==> config.mk <==
export PLATFORM = sky130hd
export DESIGN_NAME = spike_scanner_flat
export DESIGN_NICKNAME = d
export VERILOG_FILES = /design/src/rtl/spike_scanner_pkg.sv /design/src/rtl/spike_scanner_if.sv /design/src/rtl/spike_scanner_prio_enc.sv /design/src/rtl/spike_scanner.sv /design/src/flat_wrapper.sv
export SDC_FILE = /design/constraint.sdc
export NUM_CORES = 1
export LEC_CHECK = 0
export BUFFER_PORTS_ARGS = -buffer_cell sky130_fd_sc_hd__buf_2
export CAP_MARGIN = 25
export CORE_UTILIZATION = 60
export DETAILED_ROUTE_END_ITERATION = 12
export PLACE_DENSITY_LB_ADDON = 0.2
export SYNTH_ARGS = -nofsm -noshare
export SYNTH_HDL_FRONTEND = slang
export SYNTH_SLANG_ARGS = --single-unit
==> constraint.sdc <==
create_clock -name CLK -period 8.75 [get_ports CLK]
set_input_delay 0.875 -clock CLK [delete_from_list [all_inputs] [get_ports CLK]]
set_output_delay 0.875 -clock CLK [all_outputs]
set_load 0.1 [all_outputs]
==> src/rtl/spike_scanner_pkg.sv <==
// Shared types and sizing helpers for the tinyODIN spike scanner.
package tinyodin_spike_pkg;

  typedef enum logic [1:0] {
    IDLE,
    SCAN,
    DONE
  } scan_state_t;

  function automatic int f_aw(input int n);
    return (n > 1) ? $clog2(n) : 1;
  endfunction

  function automatic int f_nw(input int n, input int w);
    return n / w;
  endfunction

endpackage

==> src/rtl/spike_scanner_if.sv <==
// Bitmap load handshake and FIFO write port of the spike scanner.
interface spike_scanner_if #(
  parameter int N  = 256,
  parameter int AW = 8,
  parameter int CW = 9
);
  logic          spk_valid_i;
  logic          spk_ready_o;
  logic [N-1:0]  spk_bitmap_i;
  logic          FIFO_full_i;
  logic          FIFO_w_en_o;
  logic [AW-1:0] FIFO_w_data_o;
  logic          done_o;
  logic [CW-1:0] spike_cnt_o;

  modport slave (
    input  spk_valid_i, spk_bitmap_i, FIFO_full_i,
    output spk_ready_o, FIFO_w_en_o, FIFO_w_data_o,
    output done_o, spike_cnt_o
  );

  modport master (
    output spk_valid_i, spk_bitmap_i, FIFO_full_i,
    input  spk_ready_o, FIFO_w_en_o, FIFO_w_data_o,
    input  done_o, spike_cnt_o
  );
endinterface

==> src/rtl/spike_scanner_prio_enc.sv <==
// Lowest-set-bit encoder over one bitmap word.
module spike_prio_enc #(
  parameter int WORD_W = 16,
  parameter int IW     = (WORD_W > 1) ? $clog2(WORD_W) : 1
) (
  input  logic [WORD_W-1:0] word,
  output logic              any_o,
  output logic [IW-1:0]     idx_o
);

  assign any_o = |word;

  // Descending walk so the lowest set bit is the last to win.
  always_comb begin
    idx_o = '0;
    for (int i = WORD_W - 1; i >= 0; i--) begin
      if (word[i]) idx_o = IW'(i);
    end
  end

endmodule

==> src/rtl/spike_scanner.sv <==
// Serialises a per-timestep spike bitmap into ascending neuron addresses.
module spike_scanner
  import tinyodin_spike_pkg::*;
#(
  parameter int N      = 256,
  parameter int WORD_W = 16
) (
  input logic           CLK,
  input logic           RST,
  spike_scanner_if.slave bus
);

  localparam int AW = f_aw(N);
  localparam int NW = f_nw(N, WORD_W);
  localparam int IW = f_aw(WORD_W);
  localparam int XW = f_aw(NW);
  localparam int CW = $clog2(N + 1);

  scan_state_t   state, state_nx;
  logic [N-1:0]  bitmap;
  logic [XW-1:0] w_idx;
  logic [CW-1:0] cnt;

  logic [WORD_W-1:0] cur;
  logic              any;
  logic [IW-1:0]     idx;
  logic [AW-1:0]     addr;
  logic              load, push, adv;

  assign cur  = bitmap[32'(w_idx) * WORD_W +: WORD_W];
  assign addr = AW'(32'(w_idx) * WORD_W + 32'(idx));

  spike_prio_enc #(
    .WORD_W (WORD_W),
    .IW     (IW)
  ) u_enc (
    .word  (cur),
    .any_o (any),
    .idx_o (idx)
  );

  always_ff @(posedge CLK) begin
    if (RST) state <= IDLE;
    else     state <= state_nx;
  end

  always_comb begin
    state_nx = state;
    load     = 1'b0;
    push     = 1'b0;
    adv      = 1'b0;
    unique case (state)
      IDLE: begin
        if (bus.spk_valid_i) begin
          load     = 1'b1;
          state_nx = SCAN;
        end
      end
      SCAN: begin
        if (any)                         push     = !bus.FIFO_full_i;
        else if (w_idx == XW'(NW - 1))   state_nx = DONE;
        else                             adv      = 1'b1;
      end
      DONE:    state_nx = IDLE;
      default: state_nx = IDLE;
    endcase
  end

  always_ff @(posedge CLK) begin
    if (RST) begin
      bitmap <= '0;
      w_idx  <= '0;
      cnt    <= '0;
    end else begin
      if (load) begin
        bitmap <= bus.spk_bitmap_i;
        w_idx  <= '0;
        cnt    <= '0;
      end
      if (push) begin
        bitmap[addr] <= 1'b0;
        cnt          <= cnt + CW'(1);
      end
      if (adv) w_idx <= w_idx + XW'(1);
    end
  end

  // Address stays presented while full so the retry targets the same neuron.
  assign bus.spk_ready_o   = (state == IDLE);
  assign bus.FIFO_w_en_o   = push;
  assign bus.FIFO_w_data_o = (state == SCAN && any) ? addr : '0;
  assign bus.done_o        = (state == DONE);
  assign bus.spike_cnt_o   = cnt;

endmodule
==> src/flat_wrapper.sv <==
// flat-port wrapper written by rule: the top's interface ports become plain ports
module spike_scanner_flat import tinyodin_spike_pkg::*;
#(
  parameter int N      = 256,
  parameter int WORD_W = 16
)
  (CLK, RST, bus_spk_valid_i, bus_spk_bitmap_i, bus_FIFO_full_i, bus_spk_ready_o, bus_FIFO_w_en_o, bus_FIFO_w_data_o, bus_done_o, bus_spike_cnt_o);
  spike_scanner_if #(.N(N)) bus_i ();
  input logic CLK;
  input logic RST;
  input wire logic [$bits(bus_i.spk_valid_i)-1:0] bus_spk_valid_i;
  input wire logic [$bits(bus_i.spk_bitmap_i)-1:0] bus_spk_bitmap_i;
  input wire logic [$bits(bus_i.FIFO_full_i)-1:0] bus_FIFO_full_i;
  output wire logic [$bits(bus_i.spk_ready_o)-1:0] bus_spk_ready_o;
  output wire logic [$bits(bus_i.FIFO_w_en_o)-1:0] bus_FIFO_w_en_o;
  output wire logic [$bits(bus_i.FIFO_w_data_o)-1:0] bus_FIFO_w_data_o;
  output wire logic [$bits(bus_i.done_o)-1:0] bus_done_o;
  output wire logic [$bits(bus_i.spike_cnt_o)-1:0] bus_spike_cnt_o;
  assign bus_i.spk_valid_i = bus_spk_valid_i;
  assign bus_i.spk_bitmap_i = bus_spk_bitmap_i;
  assign bus_i.FIFO_full_i = bus_FIFO_full_i;
  assign bus_spk_ready_o = bus_i.spk_ready_o;
  assign bus_FIFO_w_en_o = bus_i.FIFO_w_en_o;
  assign bus_FIFO_w_data_o = bus_i.FIFO_w_data_o;
  assign bus_done_o = bus_i.done_o;
  assign bus_spike_cnt_o = bus_i.spike_cnt_o;
  spike_scanner #(.N(N), .WORD_W(WORD_W)) u_core (.CLK(CLK), .RST(RST), .bus(bus_i));
endmodule
### Word-level counts from Yosys, hierarchy flattened

Index checks and enable logic that the tools add are counted.

| word-level totals | value |
|---|---|
| register bits | 271 |
| input port bits | 260 |
| output and inout port bits | 20 |
| logic and storage cells | 63 |

| operators by class | value |
|---|---|
| add/subtract/negate cells | 3 |
| $lt $le $gt $ge | 2 |
| eq/ne operators | 6 |
| shift-type cells | 1 |
| mux-type cells | 37 |
| bitwise operators | 2 |
| reductions and logical operators | 8 |

Operator list:

| kind | count |
|---|---|
| $mux 256 | 3 |
| $and 256x256->256 | 1 |
| $not 256->256 | 1 |
| $shiftx 256x9->16 | 1 |
| $mux 4 | 18 |
| $mux 9 | 2 |
| $reduce_or 16->1 | 1 |
| $add 9x1->9 const B | 1 |
| $lt 8x9->1 const B | 1 |
| $add 8x4->8 | 1 |
| $demux 1 s8 | 1 |
| $ge 8x1->1 const B | 1 |
| $mux 1 | 8 |
| $mux 8 | 1 |
| $mux 2 | 3 |
| $add 4x1->4 const B | 1 |
| $eq 4x4->1 const B | 1 |
| $ne 2x2->1 const B | 2 |
| $pmux 2 s2 | 1 |
| $reduce_bool 2->1 | 2 |
| $reduce_and 3->1 | 1 |
| $eq 2x1->1 const B | 1 |
| $eq 2x2->1 const B | 1 |
| $logic_and 1x1->1 | 2 |
| 3 further kinds | 3 |

### Depth between registers and ports, before layout

Gate-level depths: netlist of the first run.

| depth | value |
|---|---|
| depth after elaboration | 25 |
| gate-level depth with buffers | 13 |
| mapped depth without buffers | 8 |

### Modules after synthesis

From an unflattened synthesis of the first run, not the netlist that was laid out.

| second synthesis, totals | value |
|---|---|
| cell total of the unflattened synthesis | 1267 |
| area total of the unflattened synthesis | 13631.8 µm² |

By module, submodules not included:

| module | instances | cells an instance | area an instance (µm²) | sequential area each (µm²) |
|---|---|---|---|---|
| spike_scanner | 1 | 1233 | 13455.4 | 5425.2 |
| spike_prio_enc | 1 | 34 | 176.4 | 0.0 |

### Worst setup path before layout of the first run

No wires, ideal clock.

| timing path | value |
|---|---|
| path type | reg2out |
| start point | reg u_core.w_idx[1] |
| end point | out bus_FIFO_w_data_o[1] |
| arrival time | 5019 ps |
| data required time | 7875 ps |
| slack | 2856 ps |
| cell stages (with the launch flop) | 11 |
| path buffers | 4 |
| path through | dfxtp_1 > buf_1 > clkbuf_1 > mux4_2 > a22o_1 > a221o_1 > nor2_1 > o21ai_1 > buf_2 > buf_2 > nor3_1 |

| between the ends | value |
|---|---|
| word-level cells in the longest chain between the ends | 19 |
| elaborated cells between the ends (all ways) | 21 |

RTL lines:

| item | RTL line | source |
|---|---|---|
| start: declaration | spike_scanner.sv:21 | `logic [XW-1:0] w_idx;` |
| start signal: assignment | spike_scanner.sv:84 | `if (adv) w_idx <= w_idx + XW'(1);` |
| $shiftx 256x9->16 * | spike_scanner.sv:30 | `assign cur = bitmap[32'(w_idx) * WORD_W +: WORD_W];` |
| $mux 4 (16 in a row) | spike_scanner_prio_enc.sv:17 | `if (word[i]) idx_o = IW'(i);` |
| $add 8x4->8 | spike_scanner.sv:31 | `assign addr = AW'(32'(w_idx) * WORD_W + 32'(idx));` |
| $mux 8 * | spike_scanner.sv:91 | `assign bus.FIFO_w_data_o = (state == SCAN && any) ? addr : '0;` |
| end: declaration | flat_wrapper.sv:16 | `output wire logic [$bits(bus_i.FIFO_w_data_o)-1:0] bus_FIFO_w_data_o;` |

Every way passes the cells marked *; elsewhere a longest branch is shown, timed or not.

### Worst setup path after layout of the first run

| timing path | value |
|---|---|
| start point | reg u_core.w_idx[0] |
| end point | out bus_FIFO_w_data_o[1] |

The elaborated chain is that of the path after synthesis.

==> flow_metrics.env, run 1 <==
export IMPL_core_um2=22920
export IMPL_ant_nets=0
export IMPL_period_share_pct=70.42
export IMPL_p_total_mw=3.184
export IMPL_avgSynthCellArea_um2=10.03
export IMPL_antenna_found_initial=0
export IMPL_area_growth_pct=17.86
export IMPL_finalClockSkew_ps=8.738
export IMPL_tns_ps=0
export IMPL_worst_slew_pin_slew_ps=1104
export IMPL_grt_max_degree=104
export IMPL_gr_total_overflow=0
export IMPL_critPathCaptureType="output port"
export IMPL_place_gp_congestion=0.9794
export IMPL_fill_cells=1702
export IMPL_peakVddDrop_v=0.0001555
export IMPL_cts_root_buf="clkbuf_16"
export IMPL_rsz0062_at_grt="no"
export IMPL_postCtsResizedCells=0
export IMPL_dp_hpwl_mm=31.33
export IMPL_antenna_cells=0
export IMPL_syn_inst=1419
export IMPL_die_w_um=156.0
export IMPL_dp_cells=1896
export IMPL_cts_path_max_buffers=3
export IMPL_p_per_area_nw_per_um2=189.8
export IMPL_fmax_mhz=162.3
export IMPL_start_kind="flip-flop"
export IMPL_cts_sinks=271
export IMPL_final_design_area_no_fill_um2=16770
export IMPL_clock_latency_ps=550
export IMPL_portBuffers=279
export IMPL_place_area_um2=15780
export IMPL_drtIter0Drc=1428
export IMPL_die_area_um2=24340
export IMPL_hold_depth=2
export IMPL_synth_net_count=1684
export IMPL_fin_cells=1951
export IMPL_hold_viol=0
export IMPL_cts_max_level=1
export IMPL_synth_cell_types=60
export IMPL_period_needed_ps=6161
export IMPL_grt_first_pass_wirelength_mm=70.99
export IMPL_avgRoutedWirePerCell_um=23.94
export IMPL_hold_buffers=0
export IMPL_fin_nets=1882
export IMPL_syn_cell_area_um2=14230
export IMPL_grt_pass1_vias=12629
export IMPL_clkTransAtPathRegs_ps=60
export IMPL_synth_top_cell_by_area="dfxtp_1"
export IMPL_post_cts_buffers=0
export IMPL_via_per_inst=6.898
export IMPL_cts_tree="done"
export IMPL_synth_common_cells="271 x dfxtp_1, 175 x mux2i_1, 157 x nand2_1"
export IMPL_cp_max_fo=97
export IMPL_drive_above_1_share_pct=29.18
export IMPL_leakage_nw=6.515
export IMPL_required_ps=7880
export IMPL_hold_class="flip-flop to flip-flop"
export IMPL_synth_async_reset_ratio_pct=0
export IMPL_ff2ff_path_depth=10
export IMPL_crit_arrival_ps=5290
export IMPL_drtPass1Iterations=5
export IMPL_status="finished clean"
export IMPL_yosysWarnings=0
export IMPL_io_pins=280
export IMPL_totalWireLength_mm=46.71
export IMPL_setup_viol=0
export IMPL_timing_slew_headroom_pct=25.82
export IMPL_synth_top_area_share_pct=38.12
export IMPL_grt_usage_pct=37.71
export IMPL_maxCapViolations=0
export IMPL_synth_area_leaders="dfxtp_1 38%, mux2i_1 12%, mux4_2 10%"
export IMPL_ys_seq_area_share_pct=38.12
export IMPL_die_height_um=156.0
export IMPL_start_util_pct=62.11
export IMPL_vias=13458
export IMPL_synth_edf_count=0
export IMPL_ys_ff_latch=271
export IMPL_crit_type="flip-flop to output port"
export IMPL_slew_viol_final=0
export IMPL_cts_buffers_inserted=29
export IMPL_yosys_cell_count_top_type="dfxtp_1"
export IMPL_synth_top_flop_cell="dfxtp_1"
export IMPL_drcViolationCount=0
export IMPL_num_rows=55
==> sequential cells by signal, summed over array words and instances (netlist names) <==
register	count
u_core.bus.spike_cnt_o	9
u_core.state	2
u_core.bitmap	256
u_core.w_idx	4
==> final cells by class <==
cell class                      count  area, um^2  area share [%]
Clock buffer                       46       869.6           5.184
Clock inverter                      6       58.81          0.3506
Inverter                            4       15.01         0.08951
Multi-Input combinational cell    986        8208           48.93
Sequential cell                   271        5430           32.37
Tap cell                          313       391.6           2.335
Timing Repair Buffer              325        1802           10.74
==> stage by stage <==
step	utilization, %	setup slack, ps	hold WS [ps]
finish	73.20	2589	484.8
CTS	72.91	2613	485.3
global placement	68.73	3224	459.9
detailed placement	68.86	3204	473.4
floorplan	-	2856	450.0
global route	73.20	2287	514.7
==> cells by family (layout without fill, tap and decap cells) <==
logic type                 count (synthesis)  count (layout)  share of synthesized area [%]
AOI/OAI and AO/OA                        405             405                          22.50
and+or+nand+nor                          334             334                          11.36
DFF                                      271             271                          38.12
muxes                                    239             239                          22.44
buffers and inverters                    162             381                          4.967
adders and majority gates                  5               5                         0.4396
xor gates and xnor gates                   3               3                         0.1846
==> worst paths after layout <==
kind | startpoint | slack, ps | end
worst max-delay path | u_core.w_idx[0] | 2590 | bus_FIFO_w_data_o[1]
worst min register to register | u_core.bitmap[246] | 480 | u_core.bitmap[246]
worst max register to register | u_core.w_idx[0] | 3350 | u_core.bitmap[68]
worst min-delay path | u_core.bitmap[246] | 480 | u_core.bitmap[246]
==> routing by layer <==
metal	track usage, %	vias to the layer above	part of all wire [%]
met4	17.32	0	4.8
met3	5.917	152	10
met1	50.59	6515	39
li1	-	5922	-
met5	0	-	0
met2	59.84	869	46
==> power breakdown <==
| part | internal, mW | switching, mW |
|---|---|---|
| logic | 0.236 | 0.395 |
| clock network | 0.705 | 0.498 |
| registers | 1.31 | 0.0434 |
==> placed cells by master, fill, tap and decap left out, types with 5 or more instances in the layout <==
| cell | count |
|---|---|
| a221o_1 | 8 |
| a311oi_1 | 82 |
| nor3_1 | 26 |
| or3_1 | 17 |
| a22o_1 | 11 |
| a221oi_1 | 8 |
| mux4_2 | 64 |
| or2_2 | 5 |
| clkbuf_8 | 9 |
| mux2i_1 | 175 |
| clkbuf_16 | 29 |
| nand2b_1 | 8 |
| a41oi_1 | 32 |
| a21oi_1 | 8 |
| ha_1 | 5 |
| buf_4 | 41 |
| a22oi_1 | 10 |
| nand3_1 | 8 |
| nor3_2 | 13 |
| and3_1 | 8 |
| dfxtp_1 | 269 |
| a211oi_1 | 99 |
| a21o_1 | 71 |
| buf_2 | 278 |
| nand2_1 | 156 |
| clkbuf_1 | 9 |
| a31oi_1 | 48 |
| nor2_1 | 62 |
==> worst max-delay path: stages (launching register included) <==
cell and delay, ps:
dfxtp_4 610, buf_4 580, mux4_2 590, a22o_1 310, a221o_1 370, or4b_1 590
o211a_1 290, o21ai_4 120, buf_4 780, nor3_1 80, buf_2 340
No activity file was read; power rests on OpenSTA's default activity.
==> inputs of run 2 (changes only) <==
--- a/config.mk
+++ b/config.mk
@@ -7,7 +7,7 @@
 export LEC_CHECK = 0
 export BUFFER_PORTS_ARGS = -buffer_cell sky130_fd_sc_hd__buf_2
 export CAP_MARGIN = 25
-export CORE_UTILIZATION = 60
+export CORE_UTILIZATION = 56
 export DETAILED_ROUTE_END_ITERATION = 12
 export PLACE_DENSITY_LB_ADDON = 0.2
 export SYNTH_ARGS = -nofsm -noshare
==> constraint.sdc (replaced) <==
create_clock -name CLK -period 6 [get_ports CLK]
set_input_delay 0.6 -clock CLK [delete_from_list [all_inputs] [get_ports CLK]]
set_output_delay 0.6 -clock CLK [all_outputs]
set_load 0.1 [all_outputs]
==> run 2 against run 1 <==
Sequential share of layout area rose by 0.070 points. Cell count barely moved. Hold slack got worse by 140 ps. Flip-flop and latch count did not move. Largest power group unchanged. Clock power rose by 40%. Core utilization fell by 5.2 points. Routed wire length fell by 0.46%. Largest cell class unchanged. Critical path depth fell by 3. Worst setup slack got worse by 1900 ps. Sequential power rose by 46%. Clock-buffer cell count fell by 5. Power rose by 43%.
==> flow_metrics.env, run 2 (synthesis results as in run 1) <==
export IMPL_status="finished clean"
export IMPL_via_per_inst=6.739
export IMPL_avgRoutedWirePerCell_um=23.82
export IMPL_cts_tree="done"
export IMPL_leakage_nw=6.467
export IMPL_tns_ps=0
export IMPL_portBuffers=279
export IMPL_p_per_area_nw_per_um2=272.7
export IMPL_max_flop_register="u_core.bitmap"
export IMPL_die_w_um=161.4
export IMPL_crit_type="flip-flop to output port"
export IMPL_start_kind="flip-flop"
export IMPL_critPathCaptureType="output port"
export IMPL_fin_hold_ws_ps=341.2
export IMPL_start_util_pct=57.84
export IMPL_place_area_um2=15840
export IMPL_dp_cells=1901
export IMPL_finish_utilization_pct=68.03
export IMPL_drcViolationCount=0
export IMPL_antenna_found_initial=0
export IMPL_io_pins=280
export IMPL_die_height_um=161.4
export IMPL_grt_pass1_vias=12699
export IMPL_grt_max_degree=141
export IMPL_drtIter0Drc=1517
export IMPL_core_um2=24600
export IMPL_rsz0062_at_grt="no"
export IMPL_cp_max_fo=37
export IMPL_post_cts_buffers=0
export IMPL_maxCapViolations=0
export IMPL_period_needed_ps=5338
export IMPL_gr_total_overflow=0
export IMPL_area_growth_pct=17.61
export IMPL_final_design_area_no_fill_um2=16740
export IMPL_crit_path_cell_trace="mux4_2 -> a22o_1 -> a221oi_1 -> nor4b_2 -> or4b_4 -> and3_1 -> buf_2"
export IMPL_dp_slack_ps=1301
export IMPL_finalClockSkew_ps=12.99
export IMPL_cts_path_max_buffers=3
export IMPL_cts_root_buf="clkbuf_16"
export IMPL_period_share_pct=88.96
export IMPL_critPathSlowestCell="dfxtp_4"
export IMPL_worst_slew_pin_slew_ps=1118
export IMPL_cts_sinks=271
export IMPL_die_area_um2=26060
export IMPL_max_stage_delay_ps=810
export IMPL_final_common_cell="buf_2"
export IMPL_grt_usage_pct=35.27
export IMPL_grt_first_pass_wirelength_mm=71.86
export IMPL_place_gp_congestion=0.9157
export IMPL_dp_hpwl_mm=30.99
export IMPL_timing_slew_headroom_pct=25.21
export IMPL_num_rows=57
export IMPL_final_cell_mix="278 x buf_2, 269 x dfxtp_1, 175 x mux2i_1, 156 x nand2_1, 99 x a211oi_1"
export IMPL_totalWireLength_mm=46.49
export IMPL_vias=13154
export IMPL_hold_class="input port to flip-flop"
export IMPL_largest_reg_flops=256
export IMPL_required_ps=5400
export IMPL_fill_cells=1982
export IMPL_antenna_cells=0
export IMPL_multi_input_area_um2=8257
export IMPL_p_total_mw=4.565
export IMPL_clock_latency_ps=550
export IMPL_postCtsResizedCells=0
export IMPL_slew_viol_final=0
export IMPL_crit_arrival_ps=4740
export IMPL_drive_above_1_share_pct=29.12
export IMPL_hold_buffers=0
export IMPL_cts_max_level=1
export IMPL_drtPass1Iterations=6
export IMPL_cts_buffers_inserted=28
export IMPL_hold_viol=0
export IMPL_setup_viol=0
export IMPL_clkTransAtPathRegs_ps=60
export IMPL_peakVddDrop_v=0.0001870
export IMPL_register_area_um2=5430
export IMPL_fmax_mhz=187.3
export IMPL_fin_ws_ps=662.2
export IMPL_ant_nets=0
export IMPL_fin_nets=1875
export IMPL_fin_cells=1952
run 2: changes by cell type in the layout (fill, tap and decap cells not counted), sizes merged:
| cell | previous run | this run |
|---|---|---|
| clkbuf | 47 | 41 |
| buf | 324 | 319 |
| clkinv | 4 | 6 |
| bufinv | 1 | 0 |
run 2: final timing paths:
check	start	to	slack [ps]	cells after the start
max reg2reg	u_core.w_idx[0]	u_core.bitmap[69]	1360	8
min	bus_spk_bitmap_i[246]	u_core.bitmap[246]	340	3
max	u_core.w_idx[0]	bus_FIFO_w_data_o[7]	660	7
min reg2reg	u_core.state[1]	u_core.state[0]	490	1
run 2: critical path: cells and delay by family (launching register included):
kind	cells	cell delay, ps
AND/OR/NAND/NOR	3	1560
flip-flops	1	810
AO/OA/AOI/OAI	2	890
buffers and inverters	1	290
multiplexers	1	600
run 2: power breakdown:
part / internal (mW) / switching [mW]
Sequential: 1.91 / 0.0672
Clock: 0.951 / 0.733
Combinational: 0.342 / 0.566
Total: 3.20 / 1.37
run 2: cell type report:
class / instances / share of cell area, %
Multi-Input combinational cell: 986 / 49.33
Sequential cell: 271 / 32.44
Timing Repair Buffer: 319 / 10.54
Clock buffer: 41 / 4.963
Tap cell: 324 / 2.422
Clock inverter: 7 / 0.2168
Inverter: 4 / 0.08970
run 2: routing by layer:
metal | vias to the layer above | global-route usage, % | wire, um | part of all wire, %
met4 | 0 | 15.74 | 1984 | 4.3
li1 | 5903 | - | - | -
met5 | - | 0 | 0 | 0
met1 | 6373 | 47.06 | 18510 | 40
met2 | 745 | 56.11 | 21610 | 46
met3 | 133 | 6.035 | 4386 | 9.4
